## src/rtl/tdc_enable_regfile.sv

```systemverilog
// Host-side channel-enable register with a notify/serve/ack handshake toward the TDC enable consumer.
// Optional master switch behaviour is enabled by defining TDC_ENABLE_MASTER_SWITCH_EN.
module tdc_enable_regfile #(
   parameter int CHANNEL_COUNT = 2,
   parameter int RETRY_CYCLES  = 64
) (
   input  logic        clk,
   input  logic        reset,
   input  logic        host_wr_en,
   input  logic        host_rd_en,
   input  logic [1:0]  host_addr,
   input  logic [31:0] host_wdata,
   output logic [31:0] host_rdata,
   output logic        host_rvalid,
   output logic        channel_changed,
   input  logic        read_active_channel,
   output logic        read_ack,
   output logic [16:0] activate_channels,
   output logic        pending
);

   localparam int TW = $clog2(RETRY_CYCLES);
   localparam logic [TW-1:0] TIMEOUT_LAST = TW'(RETRY_CYCLES - 1);

   typedef enum logic [1:0] {
      IDLE,
      NOTIFY,
      SERVE,
      ACK
   } state_t;

   state_t        state_q, state_d;
   logic [16:0]   enable_q, enable_d;
   logic [16:0]   shadow_q, shadow_d;
   logic          pending_q, pending_d;
   logic [TW-1:0] timeout_q, timeout_d;
   logic [7:0]    retry_q, retry_d;
   logic [31:0]   host_rdata_q, host_rdata_d;
   logic          host_rvalid_q, host_rvalid_d;
   logic          channel_changed_q, channel_changed_d;
   logic          read_ack_q, read_ack_d;
   logic          retry_inc;
   logic          wr_enable;
   logic          wr_command;
   logic [31:0]   status_word;
   logic          unused_wdata;

   assign unused_wdata = &{1'b0, host_wdata[31:17]};

   assign wr_enable   = host_wr_en && (host_addr == 2'd0);
   assign wr_command  = host_wr_en && (host_addr == 2'd2);
   assign status_word = {16'd0, retry_q, 6'd0, (state_q != IDLE), pending_q};

   // Handshake FSM plus register updates; host writes are applied last so a
   // write landing on the NOTIFY clear keeps pending set.
   always_comb begin
      state_d   = state_q;
      enable_d  = enable_q;
      shadow_d  = shadow_q;
      pending_d = pending_q;
      timeout_d = timeout_q;
      retry_d   = retry_q;
      retry_inc = 1'b0;

      case (state_q)
         IDLE: begin
            if (pending_q) state_d = NOTIFY;
         end
         NOTIFY: begin
            shadow_d  = enable_q;
            pending_d = 1'b0;
            timeout_d = '0;
            state_d   = SERVE;
         end
         SERVE: begin
            if (read_active_channel) begin
               state_d = ACK;
            end else if (timeout_q == TIMEOUT_LAST) begin
               retry_inc = 1'b1;
               state_d   = NOTIFY;
            end else begin
               timeout_d = timeout_q + TW'(1);
            end
         end
         ACK: begin
            state_d = IDLE;
         end
         default: begin
            state_d = IDLE;
         end
      endcase

      if (wr_enable) begin
         enable_d  = host_wdata[16:0];
         pending_d = 1'b1;
      end
      if (wr_command && host_wdata[0]) pending_d = 1'b1;

      if (wr_command && host_wdata[1]) begin
         retry_d = 8'd0;
      end else if (retry_inc && (retry_q != 8'hFF)) begin
         retry_d = retry_q + 8'd1;
      end
   end

   // Registered host read port and handshake strobes; reads see pre-write values.
   always_comb begin
      host_rdata_d  = host_rdata_q;
      host_rvalid_d = host_rd_en;
      if (host_rd_en) begin
         case (host_addr)
            2'd0:    host_rdata_d = {15'd0, enable_q};
            2'd1:    host_rdata_d = status_word;
            default: host_rdata_d = 32'd0;
         endcase
      end
      channel_changed_d = (state_d == NOTIFY);
      read_ack_d        = (state_d == ACK);
   end

   always_ff @(posedge clk) begin
      if (reset) begin
         state_q           <= IDLE;
         enable_q          <= '0;
         shadow_q          <= '0;
         pending_q         <= 1'b0;
         timeout_q         <= '0;
         retry_q           <= '0;
         host_rdata_q      <= '0;
         host_rvalid_q     <= 1'b0;
         channel_changed_q <= 1'b0;
         read_ack_q        <= 1'b0;
      end else begin
         state_q           <= state_d;
         enable_q          <= enable_d;
         shadow_q          <= shadow_d;
         pending_q         <= pending_d;
         timeout_q         <= timeout_d;
         retry_q           <= retry_d;
         host_rdata_q      <= host_rdata_d;
         host_rvalid_q     <= host_rvalid_d;
         channel_changed_q <= channel_changed_d;
         read_ack_q        <= read_ack_d;
      end
   end

`ifdef TDC_ENABLE_MASTER_SWITCH_EN
   localparam logic [16:0] CHANNEL_MASK = 17'((17'd1 << CHANNEL_COUNT) - 17'd1);
   assign activate_channels = shadow_q[16] ? (shadow_q | CHANNEL_MASK) : shadow_q;
`else
   assign activate_channels = shadow_q;
`endif

   assign host_rdata      = host_rdata_q;
   assign host_rvalid     = host_rvalid_q;
   assign channel_changed = channel_changed_q;
   assign read_ack        = read_ack_q;
   assign pending         = pending_q;

endmodule

```

## config.mk

```make
export PLATFORM = sky130hd
export DESIGN_NAME = tdc_enable_regfile
export DESIGN_NICKNAME = d
export VERILOG_FILES = /design/src/rtl/tdc_enable_regfile.sv
export SDC_FILE = /design/constraint.sdc
export NUM_CORES = 1
export LEC_CHECK = 0
export CAP_MARGIN = 30
export CORE_MARGIN = 10
export CORE_UTILIZATION = 48
export CTS_BUF_LIST = sky130_fd_sc_hd__clkbuf_8
export DETAILED_ROUTE_END_ITERATION = 8
export GPL_TIMING_DRIVEN = 0
export PLACE_DENSITY = 0.82
export SLEW_MARGIN = 40
export SYNTH_ARGS = -nofsm -noshare
export SYNTH_HDL_FRONTEND = slang
export SYNTH_SLANG_ARGS = --single-unit
```

## constraint.sdc

```tcl
create_clock -name clk -period 2.1 [get_ports clk]
set_input_delay 0.42 -clock clk [delete_from_list [all_inputs] [get_ports clk]]
set_output_delay 0.42 -clock clk [all_outputs]
set_load 0.005 [all_outputs]
```

==> run metrics <==
startpoint types input port; Num CTS Buffers 9; PwrDens 725 nW/um^2; # setup viols final 0; fin crit share 93.9%; Initial Utilization 49.7%; crit end category flip-flop; drt drc 0; Req. time, crit path 2.37 ns; GRT Residual Overflow 0; clk root buf clkbuf_8; Hold Fails Final Rpt 0; crit-path max FO 10; clock skew 0.0100 ns; status completed; vias per inst 5.17; Placer Congestion 0.872; fin. max-slew vios 0; pin count of the biggest net entering global routing 15; number of synthesized flops with an enable pin 0; P_leak 1.45 nW; vias in the first global route 2594; Synth cell types 43; Peak supply drop 463 uV; die area 9760 sq um; Worst Path Arrival 2.25 ns; Area Overhead vs Synth 32.8%; diode count 0; Hold Path Stages 2; final net count 481; Routed WL 7870 um; Max-slew headroom 63.1%; Die X 98.8 um; Clock transition at path regs 0.09 ns; Reg2Reg Setup Slack 0.17 ns; H-tree Lvls 3; worst skew pair latency 0.35 ns; cell area after synthesis 2980 sq um; Slew @ Worst Pin 0.554 ns; Async S/R FF share, synth 0%; area share of the largest cell type after synthesis 47.7%; total track usage 16.0%; WHS 0.456 ns; Core Box Area 5990 sq um; post-synthesis sequential element count 71; mux share of post-synthesis cell area 4.11%; largest cells by area after synthesis dfxtp_1, a21oi_1, nand2_1; setup TNS 0 ns; Avg WL per Cell 15.1 um; hold wc startpoint activate_channels[1]; compound-cell area share of the yosys netlist 14.3%; # IOs 92; f_max 0.507 GHz; R2R depth 5; clock period minus worst slack 1.97 ns; fill count 476; Port Buffers 60; Post-Synth Adder-Cell Area 0.840%; Worst Hold End activate_channels[1]; first-pass GRT wire length 13000 um; Initial DRC Count 156; Core Rows 28; ys flop type dfxtp_1; Antenna Nets Post-Route 0; CP Class in2reg; Reg-to-Reg End retry_q[5]; XOR/XNOR Fraction of Synth Area 1.47%; syn_area_per_cell 8.40 sq um; RSZ-0062 raised after global routing no; worst flop-to-flop path startpoint retry_q[0]; Pre-antenna DRT Iters 4; post-synthesis sequential area ratio 47.7%; Gate Count Post-Synth 355; antenna violations before repair 0; routed vias 2687; Max clock buf depth 2; post-synth top area cell dfxtp_1; largest family of logic cells by synthesized area simple AND/OR/NAND/NOR gates; share of cells above drive strength 1 10.6%; CTS tree done; Hold Crit Class reg2reg; origin of the worst setup path read_active_channel; Max-Cap Viols 0; Yosys Warn Count 0; CTS Sinks 71; Final HPWL DP 5760 um; height of the die 98.8 um; Simple-Gate Fraction of Synth Area 25.1%
## worst max path at each step
| stage | end | slack (ns) | cells after the start |
|---|---|---|---|
| after floorplan | retry_q[5] | 0.33 | 5 |
| after global placement | enable_q[10] | -0.31 | 6 |
| after detailed placement | enable_q[7] | -0.33 | 6 |
| after CTS | enable_q[4] | 0.03 | 6 |
| after global routing | retry_q[5] | 0.01 | 5 |
| final | retry_q[5] | 0.13 | 5 |
## synth_stat cells (2+ instances only)
library cell,instances
ha_1,2
buf_2,2
a211oi_1,3
clkbuf_1,13
xor2_1,4
nand2b_1,9
and3_1,3
nand4b_1,2
buf_4,15
a21oi_1,57
o21ai_0,6
mux2_2,10
nand3_1,12
or3_1,3
inv_1,2
nor2b_1,13
nor3_1,6
buf_1,3
dfxtp_1,71
nor2_1,18
nand2_1,76
o211ai_1,3
and4_1,2
## area by class of cell
type | instances | area, sq um | area share (%)
Multi-Input combinational cell | 263 | 1420 | 36.0
Timing Repair Buffer | 60 | 601 | 15.2
Clock buffer | 9 | 124 | 3.13
Tap cell | 75 | 93.8 | 2.37
Sequential cell | 71 | 1420 | 35.9
Inverter | 2 | 7.51 | 0.190
Clock inverter | 7 | 105 | 2.65
Buffer | 33 | 183 | 4.61
## critical path, cell delays in order
cell             delay (ns)
clkdlybuf4s50_1        0.50
nand4b_1               0.33
a211o_4                0.37
or4_1                  0.47
a21oi_1                0.15
## report_power, final
part           switching (mW)  internal, mW  leakage [nW]
registers              0.0226          1.37         0.574
logic                   0.122         0.113         0.769
clock network           0.559         0.685         0.112
total                   0.704          2.17          1.45
## metal layers
layer / wire length [um] / vias to the layer above / GRT usage (%)
met5: 0 / - / 0
met1: 3350 / 1245 / 19.8
met3: 669 / 11 / 5.10
met4: 104 / 0 / 6.73
met2: 3740 / 85 / 25.1
li1: - / 1346 / -
## logic make-up after synthesis
kind of cell               count (synthesis)
DFF                                       71
and+or+nand+nor                          154
other                                      1
adders and majority gates                  2
xor gates and xnor gates                   5
buffers and inverters                     35
AOI/OAI and AO/OA                         76
muxes                                     11
## stage by stage
step | worst slack (ns) | util, % | std cells | area, sq um | power [mW]
finish | 0.127 | 66.1 | 520 | 3960 | 2.87
global route | 0.0101 | 66.1 | 520 | 3960 | 2.97
CTS | 0.0282 | 66.0 | 520 | 3960 | 2.88
detailed placement | -0.325 | 62.2 | 504 | 3730 | 1.65
global placement | -0.312 | 62.2 | 504 | 3730 | 1.65
floorplan | 0.329 | - | 369 | 3030 | 1.55
## layout by cell type (no fill, tap or decap), drive strengths merged, types with 2 or more instances in the layout
cell type	count
a211oi	3
a21oi	57
and3	3
and4	2
buf	20
bufinv	2
clkbuf	22
clkdlybuf4s50	60
clkinv	2
conb	15
dfxtp	71
ha	2
inv	4
mux2	10
nand2	76
nand2b	9
nand3	12
nand4b	3
nor2	18
nor2b	13
nor3	6
nor3b	2
o211ai	3
o21ai	7
or3	3
xor2	4
## repair_timing
action                     in CTS  in global routing
setup endpoints to repair       0                 10
gates resized for setup         0                  1
buffers inserted                0                  0
hold buffers                    0                  0
## sequential cells by signal, indices dropped and copies added, names as in the netlist
name	flops
activate_channels	17
channel_changed	1
enable_q	17
host_rdata	17
host_rvalid	1
pending	1
read_ack	1
retry_q	8
state_q	2
timeout_q	6
(Power assumes the default switching activity.)
==> patch, RTL diff (same flow settings) <==
`host_rdata_q` no longer has a reset.
--- a/src/rtl/tdc_enable_regfile.sv
+++ b/src/rtl/tdc_enable_regfile.sv
@@ -126,7 +126,6 @@
          pending_q         <= 1'b0;
          timeout_q         <= '0;
          retry_q           <= '0;
-         host_rdata_q      <= '0;
          host_rvalid_q     <= 1'b0;
          channel_changed_q <= 1'b0;
          read_ack_q        <= 1'b0;
@@ -137,11 +136,14 @@
          pending_q         <= pending_d;
          timeout_q         <= timeout_d;
          retry_q           <= retry_d;
-         host_rdata_q      <= host_rdata_d;
          host_rvalid_q     <= host_rvalid_d;
          channel_changed_q <= channel_changed_d;
          read_ack_q        <= read_ack_d;
       end
+   end
+
+   always_ff @(posedge clk) begin
+      host_rdata_q <= host_rdata_d;
    end
 
 `ifdef TDC_ENABLE_MASTER_SWITCH_EN
Formal check against the unedited RTL: differs if reset is asserted again (counterexample within 4 cycles, from zero or initial values and one cycle with reset high); with reset held inactive, the same outputs for 10 cycles.
==> patch against the original RTL <==
Setup slack better by 0.057 ns; die area down 2.0%; non-clock buffer count is 2 lower; total power is 6.0% higher; routed wire length decreased by 4.9%; register-to-register slack improved by 0.10 ns; global-route usage is 0.78 points lower; critical path type unchanged; critical path depth is 1 higher; area after synthesis fell by 2.5%; first-iteration DRC count grew 35%; sequential cell count did not move; highest routed layer unchanged; cell area shrank 1.2%.
==> patch: results (changes against the original RTL) <==
post-route clock skew 0.00766 ns (was 0.0100 ns); Cell variety after synth 40 (was 43); Commonest cells post-synth 73 x nand2_1, 54 x dfxtp_1, 41 x a21oi_1, 17 x edfxtp_1, 17 x nor2_1 (was 76 x nand2_1, 71 x dfxtp_1, 57 x a21oi_1, 18 x nor2_1, 15 x buf_4); sequential share of cell area 40.7% (was 35.9%); reg-to-reg slack, setup 0.27 ns (was 0.17 ns); Max IR drop VDD 391 µV (was 463 µV); Worst Hold Endpoint activate_channels[12] (was activate_channels[1]); signal buffers share of area 20.0% (was 19.8%); nets 440 (was 481); reg2reg end activate_channels[15] (was retry_q[5]); routability-driven placement congestion ratio 0.896 (was 0.872); FILL cells 472 (was 476); clock share of power 43.9% (was 43.3%); DR iter-0 viols 211 (was 156); crit path to retry_q[4] (was retry_q[5]); DR WL/cell 15.6 µm (was 15.1 µm); Non-CTS inverters 3 (was 2); nonclk buf count 91 (was 93); placed cell count 463 (was 504); Crit Reg-Reg Startpoint state_q[1] (was retry_q[0]); status completed (unchanged); P_clk 1340 µW (was 1240 µW); M3 GR Usage 4.79% (was 5.10%); Post-synth EDFFs 17 (was 0); register area share after synthesis 54.8% (was 47.7%); Routed WL 7.48 mm (was 7.87 mm); ClkCell Share 6.27% (was 5.78%); first-pass GRT wire length 12.0 mm (was 13.0 mm); fraction of layout cells with a size suffix above 1 9.16% (was 10.6%); Multi-In Gates 223 (was 263); synth top area cells dfxtp_1 37%, edfxtp_1 18%, nand2_1 9.4% (was dfxtp_1 48%, a21oi_1 9.6%, nand2_1 9.6%); M2 GR Usage 25.7% (was 25.1%); largest net degree at the start of global routing 19 (was 15); Hold WS 0.457 ns (was 0.456 ns); Met3 Wirelength 515 µm (was 669 µm); met1 usage 17.2% (was 19.8%)
## patch: metrics by stage
stage          cell area [µm²]  setup WS [ns]  setup TNS (ns)  utilization, %
2_1_floorplan             2960          0.552               0               -
3_3_place_gp              3660         -0.315           -3.63            62.2
3_5_place_dp              3660         -0.379           -4.96            62.2
4_1_cts                   3910          0.128               0            66.4
5_1_grt                   3910         0.0696               0            66.4
6_report                  3910          0.184               0            66.4
## patch: cell families (layout without fill, tap and decap cells)
| logic type | count (synthesis) | count (layout) | synth area share [%] |
|---|---|---|---|
| adders and majority gates | 2 | 2 | 0.861 |
| other | 1 | 15 | 0.129 |
| AOI/OAI and AO/OA | 59 | 59 | 11.6 |
| buffers and inverters | 33 | 110 | 6.50 |
| and+or+nand+nor | 132 | 132 | 21.0 |
| DFF | 71 | 71 | 54.8 |
| xor gates and xnor gates | 3 | 3 | 0.905 |
| muxes | 12 | 12 | 4.18 |
